`src/rtl/video_pkg.sv`:
```
// Shared video constants: coordinate widths, 720p60 timing defaults, colour palette
// and the colour-bar lookup table.
package video_pkg;

  localparam int unsigned X_W   = 11;
  localparam int unsigned Y_W   = 10;
  localparam int unsigned RGB_W = 24;
  localparam int unsigned BAR_N = 8;

  localparam int unsigned H_ACTIVE_720P = 1280;
  localparam int unsigned H_FP_720P     = 110;
  localparam int unsigned H_SYNC_720P   = 40;
  localparam int unsigned H_BP_720P     = 220;
  localparam int unsigned V_ACTIVE_720P = 720;
  localparam int unsigned V_FP_720P     = 5;
  localparam int unsigned V_SYNC_720P   = 5;
  localparam int unsigned V_BP_720P     = 20;

  localparam logic [RGB_W-1:0] COL_WHITE   = 24'hFFFFFF;
  localparam logic [RGB_W-1:0] COL_YELLOW  = 24'hFFFF00;
  localparam logic [RGB_W-1:0] COL_CYAN    = 24'h00FFFF;
  localparam logic [RGB_W-1:0] COL_GREEN   = 24'h00FF00;
  localparam logic [RGB_W-1:0] COL_MAGENTA = 24'hFF00FF;
  localparam logic [RGB_W-1:0] COL_RED     = 24'hFF0000;
  localparam logic [RGB_W-1:0] COL_BLUE    = 24'h0000FF;
  localparam logic [RGB_W-1:0] COL_BLACK   = 24'h000000;

  // Overlay stage box borders
  localparam logic [RGB_W-1:0] COL_BORDER_ROI = COL_GREEN;
  localparam logic [RGB_W-1:0] COL_BORDER_SEL = COL_RED;

  // Index 0 is the leftmost bar (white)
  localparam logic [BAR_N-1:0][RGB_W-1:0] BAR_TABLE = {
    COL_BLACK, COL_BLUE, COL_RED, COL_MAGENTA,
    COL_GREEN, COL_CYAN, COL_YELLOW, COL_WHITE
  };

  function automatic logic [RGB_W-1:0] bar_color(input logic [2:0] idx);
    return BAR_TABLE[idx];
  endfunction

endpackage

```
`src/rtl/video_timing_gen_if.sv`:
```
// Pixel-stream bundle between the timing source and the overlay stage.
interface video_timing_if;
  import video_pkg::*;

  logic [X_W-1:0]   RGB_x;
  logic [Y_W-1:0]   RGB_y;
  logic             RGB_HSync;
  logic             RGB_VSync;
  logic             RGB_VDE;
  logic [RGB_W-1:0] RGB_Data;
  logic             frame_start;
  logic             busy;

  modport master (output RGB_x, RGB_y, RGB_HSync, RGB_VSync, RGB_VDE, RGB_Data,
                  frame_start, busy);
  modport slave  (input  RGB_x, RGB_y, RGB_HSync, RGB_VSync, RGB_VDE, RGB_Data,
                  frame_start, busy);
endinterface

```
`src/rtl/video_timing_gen_colorbar.sv`:
```
// Eight-bar test pattern; one register stage from (x, vde) to RGB data.
// Bar index is tracked with a sub-counter so no divider is needed.
module colorbar_gen
  import video_pkg::*;
#(
  parameter int unsigned BAR_W = 160
) (
  input  logic             clk,
  input  logic             rst_n,
  input  logic [X_W-1:0]   i_x,
  input  logic             i_vde,
  output logic [RGB_W-1:0] o_rgb
);

  localparam logic [X_W-1:0] SUB_LAST = X_W'(BAR_W - 1);

  logic [X_W-1:0] r_sub;
  logic [X_W-1:0] w_sub;
  logic [2:0]     r_bar;
  logic [2:0]     w_bar;

  // Position within the current bar, forced back to bar 0 at the start of each line
  always_comb begin
    w_sub = r_sub;
    w_bar = r_bar;
    if (i_x == '0) begin
      w_sub = '0;
      w_bar = '0;
    end
  end

  always_ff @(posedge clk or negedge rst_n) begin
    if (!rst_n) begin
      r_sub <= '0;
      r_bar <= '0;
      o_rgb <= '0;
    end else begin
      o_rgb <= i_vde ? bar_color(w_bar) : '0;
      if (i_vde && (w_sub == SUB_LAST)) begin
        r_sub <= '0;
        r_bar <= w_bar + 3'd1;
      end else if (i_vde) begin
        r_sub <= w_sub + X_W'(1);
        r_bar <= w_bar;
      end else begin
        r_sub <= w_sub;
        r_bar <= w_bar;
      end
    end
  end

endmodule

```
`src/rtl/video_timing_gen.sv`:
```
// Video timing source: x/y counters, syncs, VDE and frame_start for the overlay stage.
// Define VIDEO_TIMING_COLORBAR_EN to add the colour-bar pattern on RGB_Data (+1 cycle latency).
module video_timing_gen
  import video_pkg::*;
#(
  parameter int unsigned H_ACTIVE = H_ACTIVE_720P,
  parameter int unsigned H_FP     = H_FP_720P,
  parameter int unsigned H_SYNC   = H_SYNC_720P,
  parameter int unsigned H_BP     = H_BP_720P,
  parameter int unsigned V_ACTIVE = V_ACTIVE_720P,
  parameter int unsigned V_FP     = V_FP_720P,
  parameter int unsigned V_SYNC   = V_SYNC_720P,
  parameter int unsigned V_BP     = V_BP_720P,
  parameter bit          SYNC_POL = 1'b1
) (
  input  logic          clk,
  input  logic          rst_n,
  input  logic          en,
  video_timing_if.master vid
);

  localparam int unsigned H_TOTAL = H_ACTIVE + H_FP + H_SYNC + H_BP;
  localparam int unsigned V_TOTAL = V_ACTIVE + V_FP + V_SYNC + V_BP;

  localparam logic [X_W-1:0] X_LAST = X_W'(H_TOTAL - 1);
  localparam logic [X_W-1:0] X_ACT  = X_W'(H_ACTIVE);
  localparam logic [X_W-1:0] X_HS0  = X_W'(H_ACTIVE + H_FP);
  localparam logic [X_W-1:0] X_HS1  = X_W'(H_ACTIVE + H_FP + H_SYNC);
  localparam logic [Y_W-1:0] Y_LAST = Y_W'(V_TOTAL - 1);
  localparam logic [Y_W-1:0] Y_ACT  = Y_W'(V_ACTIVE);
  localparam logic [Y_W-1:0] Y_VS0  = Y_W'(V_ACTIVE + V_FP);
  localparam logic [Y_W-1:0] Y_VS1  = Y_W'(V_ACTIVE + V_FP + V_SYNC);

  localparam logic SYNC_ON  = SYNC_POL;
  localparam logic SYNC_OFF = !SYNC_POL;

  localparam logic [0:0] ST_IDLE = 1'b0;
  localparam logic [0:0] ST_RUN  = 1'b1;

  if (H_TOTAL > (2 ** X_W)) begin : g_bad_htotal
    $error("video_timing_gen: H_TOTAL %0d exceeds %0d", H_TOTAL, 2 ** X_W);
  end
  if (V_TOTAL > (2 ** Y_W)) begin : g_bad_vtotal
    $error("video_timing_gen: V_TOTAL %0d exceeds %0d", V_TOTAL, 2 ** Y_W);
  end
  if ((H_ACTIVE % 8) != 0) begin : g_bad_hactive
    $error("video_timing_gen: H_ACTIVE %0d not divisible by 8", H_ACTIVE);
  end

  logic [0:0]     r_state;
  logic [0:0]     w_state_nxt;
  logic [X_W-1:0] r_x;
  logic [X_W-1:0] w_x_nxt;
  logic [Y_W-1:0] r_y;
  logic [Y_W-1:0] w_y_nxt;
  logic           w_run_nxt;
  logic           r_hs, r_vs, r_vde, r_fs, r_busy;
  logic           w_hs_nxt, w_vs_nxt, w_vde_nxt, w_fs_nxt;

  // Next pixel position; all outputs are decoded from it so they register together
  always_comb begin
    w_state_nxt = r_state;
    w_x_nxt     = '0;
    w_y_nxt     = '0;
    case (r_state)
      ST_IDLE: begin
        if (en) w_state_nxt = ST_RUN;
      end
      ST_RUN: begin
        if (r_x == X_LAST) begin
          if (r_y == Y_LAST) begin
            if (!en) w_state_nxt = ST_IDLE;
          end else begin
            w_y_nxt = r_y + Y_W'(1);
          end
        end else begin
          w_x_nxt = r_x + X_W'(1);
          w_y_nxt = r_y;
        end
      end
      default: w_state_nxt = ST_IDLE;
    endcase
    w_run_nxt = (w_state_nxt == ST_RUN);
    w_hs_nxt  = (w_run_nxt && (w_x_nxt >= X_HS0) && (w_x_nxt < X_HS1)) ? SYNC_ON : SYNC_OFF;
    w_vs_nxt  = (w_run_nxt && (w_y_nxt >= Y_VS0) && (w_y_nxt < Y_VS1)) ? SYNC_ON : SYNC_OFF;
    w_vde_nxt = w_run_nxt && (w_x_nxt < X_ACT) && (w_y_nxt < Y_ACT);
    w_fs_nxt  = w_run_nxt && (w_x_nxt == '0) && (w_y_nxt == '0);
  end

  always_ff @(posedge clk or negedge rst_n) begin
    if (!rst_n) begin
      r_state <= ST_IDLE;
      r_x     <= '0;
      r_y     <= '0;
      r_hs    <= SYNC_OFF;
      r_vs    <= SYNC_OFF;
      r_vde   <= 1'b0;
      r_fs    <= 1'b0;
      r_busy  <= 1'b0;
    end else begin
      r_state <= w_state_nxt;
      r_x     <= w_x_nxt;
      r_y     <= w_y_nxt;
      r_hs    <= w_hs_nxt;
      r_vs    <= w_vs_nxt;
      r_vde   <= w_vde_nxt;
      r_fs    <= w_fs_nxt;
      r_busy  <= w_run_nxt;
    end
  end

`ifdef VIDEO_TIMING_COLORBAR_EN
  logic [X_W-1:0]   r2_x;
  logic [Y_W-1:0]   r2_y;
  logic             r2_hs, r2_vs, r2_vde, r2_fs, r2_busy;
  logic [RGB_W-1:0] w_rgb;

  colorbar_gen #(
    .BAR_W (H_ACTIVE / 8)
  ) u_colorbar (
    .clk   (clk),
    .rst_n (rst_n),
    .i_x   (r_x),
    .i_vde (r_vde),
    .o_rgb (w_rgb)
  );

  // Timing delayed one stage to stay aligned with the pattern register
  always_ff @(posedge clk or negedge rst_n) begin
    if (!rst_n) begin
      r2_x    <= '0;
      r2_y    <= '0;
      r2_hs   <= SYNC_OFF;
      r2_vs   <= SYNC_OFF;
      r2_vde  <= 1'b0;
      r2_fs   <= 1'b0;
      r2_busy <= 1'b0;
    end else begin
      r2_x    <= r_x;
      r2_y    <= r_y;
      r2_hs   <= r_hs;
      r2_vs   <= r_vs;
      r2_vde  <= r_vde;
      r2_fs   <= r_fs;
      r2_busy <= r_busy;
    end
  end

  assign vid.RGB_x       = r2_x;
  assign vid.RGB_y       = r2_y;
  assign vid.RGB_HSync   = r2_hs;
  assign vid.RGB_VSync   = r2_vs;
  assign vid.RGB_VDE     = r2_vde;
  assign vid.RGB_Data    = w_rgb;
  assign vid.frame_start = r2_fs;
  assign vid.busy        = r2_busy;
`else
  assign vid.RGB_x       = r_x;
  assign vid.RGB_y       = r_y;
  assign vid.RGB_HSync   = r_hs;
  assign vid.RGB_VSync   = r_vs;
  assign vid.RGB_VDE     = r_vde;
  assign vid.RGB_Data    = '0;
  assign vid.frame_start = r_fs;
  assign vid.busy        = r_busy;
`endif

endmodule

```
`src/flat_wrapper.sv`:
```
// flat-port wrapper written by rule: the top's interface ports become plain ports
module video_timing_gen_flat import video_pkg::*;
#(
  parameter int unsigned H_ACTIVE = H_ACTIVE_720P,
  parameter int unsigned H_FP     = H_FP_720P,
  parameter int unsigned H_SYNC   = H_SYNC_720P,
  parameter int unsigned H_BP     = H_BP_720P,
  parameter int unsigned V_ACTIVE = V_ACTIVE_720P,
  parameter int unsigned V_FP     = V_FP_720P,
  parameter int unsigned V_SYNC   = V_SYNC_720P,
  parameter int unsigned V_BP     = V_BP_720P,
  parameter bit          SYNC_POL = 1'b1
)
  (clk, rst_n, en, vid_RGB_x, vid_RGB_y, vid_RGB_HSync, vid_RGB_VSync, vid_RGB_VDE, vid_RGB_Data, vid_frame_start, vid_busy);
  video_timing_if vid_i ();
  input  logic clk;
  input  logic rst_n;
  input  logic en;
  output wire logic [$bits(vid_i.RGB_x)-1:0] vid_RGB_x;
  output wire logic [$bits(vid_i.RGB_y)-1:0] vid_RGB_y;
  output wire logic [$bits(vid_i.RGB_HSync)-1:0] vid_RGB_HSync;
  output wire logic [$bits(vid_i.RGB_VSync)-1:0] vid_RGB_VSync;
  output wire logic [$bits(vid_i.RGB_VDE)-1:0] vid_RGB_VDE;
  output wire logic [$bits(vid_i.RGB_Data)-1:0] vid_RGB_Data;
  output wire logic [$bits(vid_i.frame_start)-1:0] vid_frame_start;
  output wire logic [$bits(vid_i.busy)-1:0] vid_busy;
  assign vid_RGB_x = vid_i.RGB_x;
  assign vid_RGB_y = vid_i.RGB_y;
  assign vid_RGB_HSync = vid_i.RGB_HSync;
  assign vid_RGB_VSync = vid_i.RGB_VSync;
  assign vid_RGB_VDE = vid_i.RGB_VDE;
  assign vid_RGB_Data = vid_i.RGB_Data;
  assign vid_frame_start = vid_i.frame_start;
  assign vid_busy = vid_i.busy;
  video_timing_gen #(.H_ACTIVE(H_ACTIVE), .H_FP(H_FP), .H_SYNC(H_SYNC), .H_BP(H_BP), .V_ACTIVE(V_ACTIVE), .V_FP(V_FP), .V_SYNC(V_SYNC), .V_BP(V_BP), .SYNC_POL(SYNC_POL)) u_core (.clk(clk), .rst_n(rst_n), .en(en), .vid(vid_i));
endmodule
```
`config.mk`:
```
export PLATFORM = sky130hd
export DESIGN_NAME = video_timing_gen_flat
export DESIGN_NICKNAME = d
export VERILOG_FILES = /design/src/rtl/video_pkg.sv /design/src/rtl/video_timing_gen_if.sv /design/src/rtl/video_timing_gen_colorbar.sv /design/src/rtl/video_timing_gen.sv /design/src/flat_wrapper.sv
export SDC_FILE = /design/constraint.sdc
export NUM_CORES = 1
export LEC_CHECK = 0
export BUFFER_PORTS_ARGS = -buffer_cell sky130_fd_sc_hd__buf_2
export CAP_MARGIN = 20
export CORE_MARGIN = 3
export CORE_UTILIZATION = 30
export CTS_CLUSTER_SIZE = 28
export DETAILED_ROUTE_END_ITERATION = 10
export GPL_TIMING_DRIVEN = 0
export PLACE_DENSITY = 0.59
export SLEW_MARGIN = 10
export SYNTH_ARGS = -nofsm -noshare
export SYNTH_HDL_FRONTEND = slang
export SYNTH_SLANG_ARGS = --single-unit
```
`constraint.sdc`:
```
create_clock -name clk -period 2.3 [get_ports clk]
set_input_delay 0.115 -clock clk [delete_from_list [all_inputs] [get_ports clk]]
set_output_delay 0.115 -clock clk [all_outputs]
set_load 0.02 [all_outputs]
```
==> results of run 1 <==
-- layer usage --
metal | up-vias | track usage, %
met2 | 66 | 21.9
met3 | 2 | 3.28
met4 | 0 | 2.44
met1 | 943 | 19.4
li1 | 987 | -
met5 | - | 0
-- kinds of logic (layout without fill, tap and decap cells) --
logic type                 Yosys count  in the layout
other                                1             24
adders and majority gates            4              4
AOI/OAI and AO/OA                   49             49
muxes                                1              1
and+or+nand+nor                    109            109
DFF                                 26             26
xor gates and xnor gates            16             16
buffers and inverters               43             88
-- state kept, by name, summed over array words and instances, names as in the netlist --
register,cells
u_core.vid.RGB_y,10
u_core.vid.RGB_VSync,1
u_core.vid.RGB_HSync,1
u_core.vid.RGB_x,11
u_core.vid.frame_start,1
u_core.r_state,1
u_core.vid.RGB_VDE,1
-- repair_timing --
action	CTS	global route
hold endpoints to repair	26	0
buffers inserted	6	10
gates resized for setup	18	12
pin swaps	3	7
setup endpoints to repair	3	3
hold buffers	1	0
-- critical path, delay by kind of cell (launching register included) --
kind | cells | cell delay [ns]
fa+ha+maj | 1 | 0.13
buf+inv | 1 | 0.07
flops | 1 | 0.45
mux | 1 | 0.18
simple gates | 5 | 1.33
-- final cells by class --
type | count | area [um^2] | share of cell area, %
buffer | 36 | 251 | 9.31
sequential | 26 | 657 | 24.3
tap | 93 | 116 | 4.31
timing repair buffer | 45 | 270 | 10.0
clock buffer | 4 | 45.0 | 1.67
multi-input combinational | 203 | 1350 | 50.0
inverter | 3 | 11.3 | 0.417
-- where the power goes --
part	internal [mW]	switching [mW]
combinational	0.0297	0.0491
sequential	0.457	0
clock	0.124	0.155
-- final timing paths --
kind	end	slack [ns]
setup reg to reg	u_core.vid.frame_start	0.05
hold / removal	u_core.r_state	0.09
min in group asynchronous	u_core.vid.RGB_x[9]	0.37
setup / recovery	u_core.vid.frame_start	0.05
hold reg to reg	u_core.vid.RGB_x[0]	0.61
max in group asynchronous	u_core.vid.RGB_y[1]	1.50
-- cells in the final DEF, fill, tap and decap left out, types with 3 or more instances in the layout --
| master | count |
|---|---|
| and4bb_2 | 3 |
| a21oi_1 | 6 |
| a21o_1 | 3 |
| and2_1 | 6 |
| dfrtp_1 | 21 |
| nor3_1 | 8 |
| nor2_1 | 23 |
| a31o_2 | 4 |
| nand3_1 | 13 |
| clkbuf_8 | 3 |
| nand2_1 | 19 |
| buf_4 | 41 |
| dfrtp_2 | 5 |
| nand4_1 | 7 |
| o21ai_0 | 11 |
| and3_1 | 8 |
| buf_2 | 30 |
| conb_1 | 24 |
| clkbuf_1 | 6 |
| o211ai_1 | 3 |
| xnor2_1 | 8 |
| xor2_1 | 7 |
-- through the flow --
stage | hold WS, ns | power (mW)
2_1_floorplan | -0.181 | 0.531
3_3_place_gp | 0.163 | 0.543
3_5_place_dp | 0.175 | 0.543
4_1_cts | 0.0879 | 0.834
5_1_grt | 0.0940 | 0.854
6_report | 0.0940 | 0.814
==> results.md, run 1 <==
* Post-Synth Simple-Gate Area at 29.7%
* Worst vdd ir at 176 uV
* Crit end category: flop
* Crit Path Max Fanout at 5
* Synth Area in Adders at about 2.4%
* Post-synth EDFFs at 0
* Worst hold-check path type: input port to flop
* Register area share after synthesis at 31.0%
* DR vias at roughly 2000
* Final net count at roughly 330
* CTS tree: built
* Setup ws final at approximately 0.053 ns
* Sink Count at 26
* Initial antenna violation count at 0
* Design area at 0.00270 mm^2
* Starting Density at 32.0%
* Async SR Flop Fraction at 100%
* Crit share post-route at 97.7%
* Post-synthesis cell type count at between 50 and 60
* First-pass iteration count of the detailed router at 4
* Maximum clock path buffer count at 2
* Gr usage total at 13.8%
* Post-synthesis compound-gate area fraction at 16.3%
* Number of synthesis warnings at 0
* Hold path depth at 2
* Final WL at 5580 um
* Combinational family with the most area after synthesis: simple AND/OR/NAND/NOR gates
* Layout Utilization at about two fifths
* Met2 wire length at between 2000 and 3000 um
* Row count at 29
* Clock transition at the registers of the reported paths at around 0.10 ns
* Crit path required time at 2.48 ns
* Synthesized cell area at 0.00210 mm^2
* Metal3 WL at 404 um
* Core Footprint at roughly 0.0066 mm^2
* Critical-path top delay cell: or4b_1
* Final min period at about 2.2 ns
* Yosys reg bits at 26
* First-pass GRT wire length at 8720 um
* Worst-Skew Late Latency at around 0.27 ns
* Post-synth top cells: dfrtp_1 (26), buf_4 (24), nor2_1 (23), nand2_1 (19)
* Max-slew violation count at 0
* Setup TNS at 0 ns
* Die X at about 90 um
* Mux cell area share after synthesis at 0.477%
* Avg Inst Size Synth at 8.43 um^2
* Worst Setup SP: u_core.vid.RGB_x[1]
* Max incr delay on CP at approximately 0.49 ns
* Non-Filler Instances at 410
* Grt total ovfl at 0
* Cell-by-cell listing of the critical path: inv_2 > ha_4 > and4bb_2 > and4_4 > mux2i_1 > nor3_1 > or4b_1 > nor4_2
* Max Fclk at 445 MHz
* Clock skew at 0.00732 ns
* R2R cell count at 8
* Die area at 0.00804 mm^2
* Synth top area share at 31.0%
* Ant. Diodes at 0
* Reg-to-Reg Start: u_core.vid.RGB_x[1]
* # IOs at 53
* Main area contributors after synthesis: dfrtp_1 (31%), buf_4 (8.6%), nor2_1 (4.1%)
* Worst setup SP type: flop
* Power Dens Cells at just over 300 mW/mm^2
* Via count of the first global-routing pass at 1782
* M1 WL at 2610 um
* Share of cells above drive strength 1 at between 30% and 40%
* Area delta synth->final at 28.6%
* Main synth FF type: dfrtp_1
* FILL cells at roughly 670
* Max_cap viols at 0
* Xor/xnor cell area share of the yosys netlist at 6.67%
* Largest net degree at the start of global routing at 27
* Final HPWL DP at 3950 um
* TritonCTS Buffers at 3
* Worst slack, placed at -0.294 ns
* Worst hold start: en
* Clk root buf: clkbuf_8
* Port bufs at 28
* Gpl congestion at between 0.8 and 0.9
* Fin. Hold Viols at 0
* Slew margin rel. at 60.1%
* Remaining DRCs at 0
* Syn Inst Count at around 250
* Leakage at 1.27 nW
* Final setup fails at 0
* CP Class: flop to flop
* DRT iter0 DRCs at 216
* Biggest area consumer among synthesized cells: dfrtp_1
* Most frequent cell after synthesis: dfrtp_1
* Antenna Violating Nets Remaining at 0
* Placed Instance Area at 0.00244 mm^2
* Via density at a little under 5
* RSZ-0062 raised after global routing: true
* Outcome: finished clean
* Top Layer Used: met4
* Die Ht at around 90 um
* Post-Place Cells at 393
* Slew @ Worst Pin at roughly 0.60 ns
* CTS H-tree depth at 1
* Wire per inst at 13.6 um
* Worst path arrival time at about 2.4 ns
Power figures use the tool's default switching activity.
==> run 2, diff against run 1 <==
==> constraint.sdc (replaced) <==
create_clock -name clk -period 2.3 [get_ports clk]
set_input_delay 0.575 -clock clk [delete_from_list [all_inputs] [get_ports clk]]
set_output_delay 0.575 -clock clk [all_outputs]
set_load 0.02 [all_outputs]
==> results.md, run 2 (same netlist as run 1, synthesis figures left out) <==
* Max Fclk at 445 MHz
* Non-Filler Instances at between 400 and 500
* Die Ht at 89.7 um
* Worst slack, placed at -0.294 ns
* CTS H-tree depth at 1
* Max_cap viols at 0
* Area delta synth->final at 28.1%
* Port bufs at 28
* Initial antenna violation count at 0
* Maximum clock path buffer count at 2
* Gpl congestion at roughly 0.87
* Setup ws final at 0.0516 ns
* DR vias at 1981
* Final HPWL DP at between 3000 and 4000 um
* Die X at approximately 90 um
* Worst reg2reg setup slack at roughly 0.052 ns
* Starting Density at a little under a third
* Via density at 4.84
* Worst path arrival time at 2.43 ns
* Sink Count at 26
* DRT iter0 DRCs at 233
* Share of cells above drive strength 1 at 33.9%
* CP Class: flop to flop
* Die area at 0.00804 mm^2
* Clock skew at 0.00782 ns
* Fin Hold WS at roughly 0.29 ns
* Crit end category: flop
* Fin. Hold Viols at 0
* Slew margin rel. at 60.0%
* Clk root buf: clkbuf_8
* Power Dens Cells at approximately 300 mW/mm^2
* Core Footprint at 0.00657 mm^2
* R2R Path End: u_core.vid.frame_start
* Worst vdd ir at 177 uV
* Via count of the first global-routing pass at 1778
* CTS tree: built
* Row count at 29
* Final min period at 2.25 ns
* Cell-by-cell listing of the critical path: inv_2 > ha_4 > and4bb_2 > and4_4 > mux2i_1 > nor3_1 > or4b_1 > nor4_2
* Worst setup SP type: flop
* Post-layout power at 814 uW
* TritonCTS Buffers at 3
* Gr usage total at between 10 and 15%
* Crit path required time at between 2 and 2.5 ns
* Crit share post-route at 97.8%
* # IOs at 53
* FILL cells at 667
* Final setup fails at 0
* Worst-Skew Late Latency at 0.27 ns
* Final net count at 324
* Critical-path top delay cell: or4b_1
* Post-Place Cells at approximately 390
* Wire per inst at roughly 14 um
* First-pass iteration count of the detailed router at 4
* Crit Path Max Fanout at 5
* Antenna Violating Nets Remaining at 0
* Max-slew violation count at 0
* Grt total ovfl at 0
* Max reg flops at 11
* Commonest cells after routing, fill and taps aside: buf_4 (41), buf_2 (30), conb_1 (24)
* Outcome: finished clean
* Ant. Diodes at 0
* Slew @ Worst Pin at 0.600 ns
* Largest net degree at the start of global routing at 27
* RSZ-0062 raised after global routing: true
* Reg-to-Reg Start: u_core.vid.RGB_x[1]
* Leakage at 1.27 nW
* Max incr delay on CP at 0.49 ns
* Clock transition at the registers of the reported paths at about 0.10 ns
* Layout Utilization at 41.0%
* Final WL at around 5600 um
* Remaining DRCs at 0
* R2R cell count at 8
* Kind of cell adding the most delay to the critical path: simple AND/OR/NAND/NOR gates
* Leading cell type in the layout, fill and taps excluded: buf_4
* Worst hold-check path type: input port to asynchronous set/reset pin
* CP Buf/Inv Count at 1
* First-pass GRT wire length at roughly 8700 um
-- run 2: cell count changes in the layout (fill, tap and decap cells not counted), sizes merged --
cell         before  now
dlygate4sd3       1    0
-- run 2: final cells by class --
class / instances / area (um^2) / area share, %
clock buffers: 4 / 45.0 / 1.67
inverters: 3 / 11.3 / 0.419
repair buffers: 44 / 260 / 9.67
well taps: 93 / 116 / 4.33
flip-flops and latches: 26 / 657 / 24.4
multi-input cells: 203 / 1350 / 50.1
plain buffers: 36 / 251 / 9.35
-- run 2: power by group --
| part | switching (mW) | internal [mW] | leakage (nW) |
|---|---|---|---|
| sequential | 0 | 0.457 | 0.331 |
| combinational | 0.0489 | 0.0286 | 0.915 |
| clock | 0.155 | 0.124 | 0.0228 |
| total | 0.204 | 0.610 | 1.27 |
-- run 2: worst max path at each step --
| stage | from | to | slack [ns] | cells after the start |
|---|---|---|---|---|
| after detailed placement | u_core.vid.RGB_x[1] | u_core.vid.RGB_VSync | -0.29 | 7 |
| final | u_core.vid.RGB_x[1] | u_core.vid.frame_start | 0.05 | 8 |
| after global placement | u_core.vid.RGB_x[1] | u_core.vid.RGB_VSync | -0.17 | 7 |
| after global routing | u_core.vid.RGB_x[1] | u_core.vid.frame_start | -0.04 | 8 |
| after floorplan | u_core.vid.RGB_x[1] | u_core.vid.RGB_VDE | 0.008 | 9 |
| after CTS | u_core.vid.RGB_x[3] | u_core.vid.RGB_VDE | 0.004 | 8 |
-- run 2: per-layer routing --
metal,GRT usage (%),vias to the layer above,share of wire [%]
met4,2.44,0,0.43
met3,3.28,2,7.6
met5,0,-,0
met1,19.4,927,47
met2,21.9,69,45
li1,-,983,-
-- run 2: timing repair --
item	CTS	global route
pin swaps	3	7
endpoints found under the setup margin	3	3
hold buffers	0	0
gates resized for setup	18	12
hold endpoints to repair	0	0
setup buffers	6	10
-- run 2: stage by stage --
stage / instance area (um^2) / setup TNS (ns)
after floorplan: 2190 / 0
after global placement: 2440 / -0.443
after detailed placement: 2440 / -0.670
after CTS: 2600 / 0
after global routing: 2690 / -0.0387
final: 2690 / 0
==> run 3, diff against run 2 <==
--- a/config.mk
+++ b/config.mk
@@ -8,11 +8,11 @@
 export BUFFER_PORTS_ARGS = -buffer_cell sky130_fd_sc_hd__buf_2
 export CAP_MARGIN = 20
 export CORE_MARGIN = 3
-export CORE_UTILIZATION = 30
+export CORE_UTILIZATION = 40
 export CTS_CLUSTER_SIZE = 28
 export DETAILED_ROUTE_END_ITERATION = 10
 export GPL_TIMING_DRIVEN = 0
-export PLACE_DENSITY = 0.59
+export PLACE_DENSITY = 0.72
 export SLEW_MARGIN = 10
 export SYNTH_ARGS = -nofsm -noshare
 export SYNTH_HDL_FRONTEND = slang
==> results.md, run 3 (same netlist as run 1, synthesis figures left out) <==
* Outcome: finished clean
* Sink Count at 26
* FF+latch area at 657 um^2
* Worst setup SP type: flop
* Sw frac at a little under a quarter
* Clock skew at roughly 0.0075 ns
* First-pass iteration count of the detailed router at 5
* Port bufs at 28
* RSZ-0062 raised after global routing: true
* Non-Filler Instances at 385
* Worst-Skew Late Latency at 0.28 ns
* Worst vdd ir at roughly 190 uV
* Largest net degree at the start of global routing at 27
* Final setup fails at 0
* Gr usage total at 17.2%
* CTS tree: built
* Clock transition at the registers of the reported paths at 0.10 ns
* Post-layout power at 930 uW
* Sw power at roughly 210 uW
* Power Dens Cells at 334 mW/mm^2
* Via count of the first global-routing pass at 1795
* Placed Instance Area at 0.00241 mm^2
* Clock power share at 42.6%
* Crit path required time at 2.50 ns
* Critical-path top delay cell: or4b_4
* Crit share post-route at 98.9%
* CP Buf/Inv Count at 1
* Max_cap viols at 0
* Initial antenna violation count at 0
* Worst slack, placed at -0.151 ns
* Gpl congestion at 0.916
* Share of cells above drive strength 1 at a little under two fifths
* Ant. Diodes at 0
* Max incr delay on CP at 0.56 ns
* Core Footprint at 0.00491 mm^2
* Grt total ovfl at 0
* Combinational share of power at 8.3%
* Max-slew violation count at 0
* Remaining DRCs at 0
* Setup ws final at 0.0248 ns
* Final net count at between 300 and 400
* Worst path arrival time at 2.48 ns
* Clk root buf: clkbuf_8
* Wire per inst at 14.8 um
* Multi-input logic area at around 0.0014 mm^2
* TritonCTS Buffers at 3
* First-pass GRT wire length at 8550 um
* Via density at 5.50
* Antenna Violating Nets Remaining at 0
* Final HPWL DP at 3630 um
* Crit Path Max Fanout at 7
* Leakage at 1.30 nW
* Fin. Hold Viols at 0
* Crit end category: flop
* Post-Place Cells at about 370
* CTS H-tree depth at 1
* Slew margin rel. at 60.4%
* Die area at approximately 0.006 mm^2
* Slew @ Worst Pin at between 0.5 and 0.6 ns
* Worst hold-check path type: input port to asynchronous set/reset pin
* Kind of cell adding the most delay to the critical path: simple AND/OR/NAND/NOR gates
* Die X at around 80 um
* Internal power at 719 uW
* Maximum clock path buffer count at 2
* CP Class: flop to flop
* Leading cell type in the layout, fill and taps excluded: buf_4
* Die Ht at 78.5 um
* # IOs at 53
* Cell-by-cell listing of the critical path: inv_2 > ha_4 > and4bb_2 > nand4_1 > nand4b_1 > nand2_2 > or4b_4 > nor4_4
* Final WL at about 5700 um
* DR vias at 2118
* Row count at 25
* Final min period at 2.28 ns
* Area delta synth->final at 32.5%
* Sequential share of power at around half
* DRT iter0 DRCs at around 190
* FILL cells at 440
* Design area at around 0.0028 mm^2
* Max Fclk at around 440 MHz
* Commonest cells after routing, fill and taps aside: buf_4 (40), buf_2 (30), conb_1 (24)
* Starting Density at between 40% and 50%
* Max reg flops at 11
[run 3: changes by cell type in the layout (fill, tap and decap cells not counted), sizes merged]
cell    before  now
or4          1    2
bufinv       0    1
[run 3: final timing paths]
check,slack (ns),depth (start not counted),from,end
hold / removal,0.28,1,rst_n,u_core.vid.RGB_x[2]
min in group clk,0.55,2,en,u_core.r_state
max in group asynchronous,1.59,1,rst_n,u_core.vid.RGB_y[0]
setup reg to reg,0.02,8,u_core.vid.RGB_y[1],u_core.vid.frame_start
hold reg to reg,0.57,1,u_core.vid.RGB_x[0],u_core.vid.RGB_x[0]
setup / recovery,0.02,8,u_core.vid.RGB_y[1],u_core.vid.frame_start
[run 3: timing repair]
| action | 4_1_cts | 5_1_grt |
|---|---|---|
| hold buffers | 0 | 0 |
| setup buffers | 5 | 11 |
| gates resized for setup | 14 | 35 |
| endpoints found under the setup margin | 3 | 4 |
| pin swaps | 2 | 13 |
| cloned | 0 | 1 |
[run 3: power groups by stage]
stage / Clock, mW / Sequential, mW / Combinational (mW)
after CTS: 0.404 / 0.457 / 0.0767
after detailed placement: 0 / 0.466 / 0.0767
after global placement: 0 / 0.466 / 0.0764
after floorplan: 0 / 0.466 / 0.0655
final: 0.396 / 0.457 / 0.0772
after global routing: 0.421 / 0.457 / 0.0842
[run 3: cell type report]
cell class                      count  area share (%)
Timing Repair Buffer               44            9.36
Sequential cell                    26            23.6
Clock buffer                        3            1.48
Multi-Input combinational cell    204            51.6
Tap cell                           67            3.01
Buffer                             37            9.45
Inverter                            3           0.405
Clock inverter                      1            1.08
[run 3: per-stage QoR]
stage               setup TNS (ns)  util, %  hold WS, ns
floorplan                        0        -        0.279
global placement            -0.342     49.1        0.515
detailed placement          -0.404     49.1        0.522
CTS                              0     52.2        0.308
global route                -0.114     56.6        0.333
finish                           0     56.6        0.280
[run 3: per-layer routing]
| metal | track usage, % | up-vias | part of all wire (%) |
|---|---|---|---|
| met5 | 0 | - | 0 |
| met4 | 6.64 | 0 | 2.3 |
| met3 | 2.64 | 18 | 9.8 |
| met2 | 27.1 | 135 | 46 |
| met1 | 23.5 | 972 | 42 |
| li1 | - | 993 | - |
[run 3: worst register-to-register path, stage by stage, from the launching register on]
cell and delay [ns]:
dfrtp_2 0.47, inv_2 0.08, ha_4 0.12, and4bb_2 0.25, nand4_1 0.26, nand4b_1 0.22, nand2_2 0.10, or4b_4 0.56
nor4_4 0.14
